--- src/rtl/ror_seq_unit.sv ---
// Multi-cycle 16-bit rotate-right unit with start/done handshake.
// Optional macro ROR_FAST_EN selects the 4-stage logarithmic datapath.
module ror_seq_unit (
    input  logic        clk,
    input  logic        rst,
    input  logic        start,
    input  logic [15:0] Rot_In,
    input  logic [3:0]  Rot_Val,
    output logic        busy,
    output logic        done,
    output logic [15:0] Rot_Out
);

    typedef enum logic [1:0] {
        S_IDLE = 2'd0,
        S_BUSY = 2'd1,
        S_DONE = 2'd2
    } state_t;

    state_t      r_state;
    logic [15:0] r_data;
    logic [3:0]  r_cnt;
    logic [15:0] r_rot_out;
    logic [15:0] w_next_data;
    logic        w_last;

`ifdef ROR_FAST_EN
    logic [3:0]  r_amt;

    // One logarithmic stage: rotate by 2^cnt when that amount bit is set.
    always_comb begin
        w_next_data = r_data;
        unique case (r_cnt[1:0])
            2'd0: if (r_amt[0]) w_next_data = {r_data[0],   r_data[15:1]};
            2'd1: if (r_amt[1]) w_next_data = {r_data[1:0], r_data[15:2]};
            2'd2: if (r_amt[2]) w_next_data = {r_data[3:0], r_data[15:4]};
            2'd3: if (r_amt[3]) w_next_data = {r_data[7:0], r_data[15:8]};
        endcase
        w_last = (r_cnt == 4'd3);
    end
`else
    // Serial datapath: one bit position per BUSY cycle.
    always_comb begin
        w_next_data = {r_data[0], r_data[15:1]};
        w_last      = (r_cnt == 4'd1);
    end
`endif

    // Control FSM, operand/counter registers and the held result register.
    always_ff @(posedge clk or posedge rst) begin
        if (rst) begin
            r_state   <= S_IDLE;
            r_data    <= 16'h0000;
            r_cnt     <= 4'd0;
            r_rot_out <= 16'h0000;
`ifdef ROR_FAST_EN
            r_amt     <= 4'd0;
`endif
        end else begin
            case (r_state)
                S_IDLE, S_DONE: begin
                    if (start) begin
                        r_data <= Rot_In;
`ifdef ROR_FAST_EN
                        // Fixed four stages regardless of amount.
                        r_amt   <= Rot_Val;
                        r_cnt   <= 4'd0;
                        r_state <= S_BUSY;
`else
                        r_cnt <= Rot_Val;
                        if (Rot_Val == 4'd0) begin
                            r_state   <= S_DONE;
                            r_rot_out <= Rot_In;
                        end else begin
                            r_state <= S_BUSY;
                        end
`endif
                    end else begin
                        r_state <= S_IDLE;
                    end
                end
                S_BUSY: begin
                    r_data <= w_next_data;
`ifdef ROR_FAST_EN
                    r_cnt  <= r_cnt + 4'd1;
`else
                    r_cnt  <= r_cnt - 4'd1;
`endif
                    if (w_last) begin
                        r_state   <= S_DONE;
                        r_rot_out <= w_next_data;
                    end
                end
                default: r_state <= S_IDLE;
            endcase
        end
    end

    assign busy    = (r_state == S_BUSY);
    assign done    = (r_state == S_DONE);
    assign Rot_Out = r_rot_out;

endmodule

--- config.mk ---
export PLATFORM = sky130hd
export DESIGN_NAME = ror_seq_unit
export DESIGN_NICKNAME = d
export VERILOG_FILES = /design/src/rtl/ror_seq_unit.sv
export SDC_FILE = /design/constraint.sdc
export NUM_CORES = 1
export LEC_CHECK = 0
export ABC_AREA = 1
export CELL_PAD_IN_SITES_DETAIL_PLACEMENT = 0
export CELL_PAD_IN_SITES_GLOBAL_PLACEMENT = 1
export CORE_ASPECT_RATIO = 0.9
export CORE_UTILIZATION = 45
export CTS_CLUSTER_DIAMETER = 120
export CTS_CLUSTER_SIZE = 25
export DETAILED_ROUTE_END_ITERATION = 10
export DONT_BUFFER_PORTS = 1
export PLACE_DENSITY_LB_ADDON = 0.1
export SLEW_MARGIN = 10
export SYNTH_ARGS = -nofsm -noshare
export SYNTH_HDL_FRONTEND = slang
export SYNTH_SLANG_ARGS = --single-unit
export TNS_END_PERCENT = 20
--- constraint.sdc ---
create_clock -name clk -period 1.6 [get_ports clk]
set_input_delay 0.4 -clock clk [delete_from_list [all_inputs] [get_ports clk]]
set_output_delay 0.4 -clock clk [all_outputs]
set_load 0.02 [all_outputs]
==> results of run 1 <==
[state kept, by name, summed over array words and instances (netlist names)]
name and flops:
r_state 2, r_cnt 4, r_data 16, Rot_Out 16
[what timing repair did]
action,CTS,global route
buffers inserted,0,1
endpoints found under the setup margin,0,16
resized for setup,0,3
[cell families after synthesis]
logic type,after synthesis
flip-flops,38
AO/OA/AOI/OAI,21
buffers and inverters,20
adder cells (fa/ha/maj),2
AND/OR/NAND/NOR,143
[synth_stat cells (2+ instances only)]
master	n	area (um^2)
nand2_1	78	293
dfrtp_1	38	951
nor2_1	22	82.6
nand3_1	19	95.1
a31oi_1	16	100
nand4_1	16	100
buf_2	9	45.0
inv_1	5	18.8
nand2_2	4	25.0
buf_4	3	22.5
ha_1	2	25.0
inv_2	2	7.51
o211ai_1	2	15.0
[final cells by class]
| type | instances | area, um^2 | area share |
|---|---|---|---|
| Clock buffer | 7 | 86.3 | 0.0423 |
| Clock inverter | 1 | 5.00 | 0.00245 |
| Inverter | 7 | 26.3 | 0.0129 |
| Multi-Input combinational cell | 166 | 813 | 0.398 |
| Sequential cell | 38 | 951 | 0.466 |
| Tap cell | 46 | 57.6 | 0.0282 |
| Timing Repair Buffer | 12 | 103 | 0.0502 |
[routing by layer]
metal	share of wire	vias up	GRT usage
li1	-	763	-
met1	0.47	719	0.279
met2	0.46	41	0.309
met3	0.067	5	0.0565
met4	0.012	0	0.0600
met5	0	-	0
[worst paths after layout]
| kind | startpoint | end | slack, ns | cells after the start |
|---|---|---|---|---|
| min | rst | r_data[14]$_DFFE_PP0P_ | 0.11 | 2 |
| max | r_state[0]$_DFFE_PP0P_ | done | 0.03 | 3 |
| min reg2reg | r_cnt[2]$_DFFE_PP0P_ | r_cnt[2]$_DFFE_PP0P_ | 0.54 | 1 |
| max reg2reg | r_state[1]$_DFFE_PP0P_ | Rot_Out[14]$_DFFE_PP0P_ | 0.21 | 7 |
| max in group asynchronous | rst | Rot_Out[0]$_DFFE_PP0P_ | 1.16 | 2 |
| min in group clk | Rot_Val[2] | r_cnt[2]$_DFFE_PP0P_ | 0.25 | 2 |
[per-stage QoR]
stage | hold slack, ns | setup WS (ns)
3_5_place_dp | 0.435 | 0.135
5_1_grt | 0.173 | -0.00844
4_1_cts | 0.125 | 0.0124
6_report | 0.109 | 0.0335
2_1_floorplan | 0.501 | 0.235
3_3_place_gp | 0.429 | 0.195
[power by group through the flow]
stage | logic [mW] | registers (mW) | clock network [mW]
finish | 2.40 | 2.00 | 0.683
floorplan | 1.90 | 1.93 | 0
global route | 2.76 | 2.06 | 0.740
detailed placement | 2.34 | 2.03 | 0
CTS | 2.36 | 2.01 | 0.704
global placement | 2.29 | 2.02 | 0
[placed cells by master (no fill, tap or decap)]
cell type	count
buf_4	11
inv_1	5
o21ai_1	1
nand2_1	78
clkinv_2	1
nand2_2	1
dfrtp_1	38
o21ai_0	1
ha_1	2
a31oi_1	16
nand4_1	16
nor2_4	1
nand3b_1	1
a21oi_1	1
buf_12	1
clkbuf_1	1
nand3_1	19
nand2_4	4
clkbuf_8	6
o211ai_1	2
nand3_4	1
inv_2	2
nor2_1	22
[critical path, delay by kind of cell, from the launching register on]
family | cells | cell delay (ns)
flip-flops | 1 | 0.42
AND/OR/NAND/NOR | 1 | 0.13
buffers and inverters | 2 | 0.34
==> results.toml, run 1 <==
[yosys]
ys_async_sr_fraction = 1.00
synth_edf_count = 0
ys_seq_elements = 38
netlist_area_um2 = 1850
syn_inst = 224
yosys_most_used_dff = "dfrtp_1"
synth.avg_cell_area_um2 = 8.28
syn_nets = 249
synth_compound_area_frac = 0.0702
ys_types = 21
synth_top_family_by_area = "simple AND/OR/NAND/NOR gates"
synth-simple-area-share = 0.347
synth_xor_xnor_area_share = 0
synth_mux_area_frac = 0
synth_adder_area_share = 0.0135
yosys_warnings = 0
ys_seq_area_frac = 0.513

[setup_path]
max_stage_delay_ns = 0.42
cpMostUsedCell = "buf_4"
cp.required_ns = 1.20
slowest_stage = "dfrtp_1"
end_kind = "primary output"
critPathMaxFanout = 8
worstSetupPathType = "reg2out"
cp_data_arrival_time_ns = 1.17
path_cells = "buf_4, nor2_1, buf_4"
cp-start-kind = "register"

[clocking]
clock_sinks = 38
clkTransAtPathRegs_ns = 0.08
cts_tree = "built"
clockBufferDepth = 2
cts_made_buffers = 5
cts_hold_buf = 0
clock_latency_ns = 0.29
cts-htree-levels = 2
cts-root-buf = "clkbuf_8"

[sta]
slew_headroom = 0.687
final_hold_viol_count = 0
finalCritPeriodShare = 0.979
worst_slew_pin_slew_ns = 0.469
fin_setup_tns_ns = 0
drv_slew = 0
setup_violations = 0
clock-skew-final_ns = 0.0120
max_freq_ghz = 0.638
period_needed_ns = 1.57

[power_and_ir_drop]
pwr-share-comb = 0.472
vdd_drop_max_uv = 1060
p_switching_mw = 2.38
pwr_density_cell_nw_per_um2 = 2490
clkPwrFrac = 0.135
p_int_mw = 2.70
switching_share = 0.468
leakage_nw = 1.03
finalPower_mw = 5.08
p_seq_frac = 0.393

[die]
std_cell_rows = 21
die_y_um = 62.9
io_pins = 41
dieArea_um2 = 4380
coreArea_um2 = 3840
die_w_um = 69.7
start_util = 0.483

[drt]
viasPerCell = 5.52
dr.pass1.iters = 4
antenna_left = 0
drtIter0Drc = 69
post-route-drc-count = 0
wl_per_cell_um = 14.5
num_vias = 1528
drt-total-wl_um = 4010

[outcome]
status = "completed"

[place]
port_buffers = 0
gp_congestion = 0.797
postPlaceCellArea_um2 = 1930
dp_hpwl_um = 2890
post-place-cells = 268

[finish]
fin_area_um2 = 2040
finish.utilization = 0.532
drive_gt1_frac = 0.121
area_growth_pct = 10.1
fin_cells = 277
layout.nets = 255
n_fill_cell = 371
antenna_cells = 0

[grt]
grt_pass1_wl_um = 6990
grt_pass1_vias = 1498
grt_max_degree = 39
antenna_found_initial = 0
track_usage = 0.201
gr-total-overflow = 0

[min_path]
min_path_type = "in2async"

[flow_run]
drv_cap = 0
Power figures use the tool's default switching activity.
==> run 2, diff against run 1 <==
--- a/config.mk
+++ b/config.mk
@@ -14,6 +14,7 @@
 export CTS_CLUSTER_SIZE = 25
 export DETAILED_ROUTE_END_ITERATION = 10
 export DONT_BUFFER_PORTS = 1
+export GPL_ROUTABILITY_DRIVEN = 0
 export PLACE_DENSITY_LB_ADDON = 0.1
 export SLEW_MARGIN = 10
 export SYNTH_ARGS = -nofsm -noshare
==> results of run 2 <==
No change in the layout: final DEF, timing and power equal those of run 1.
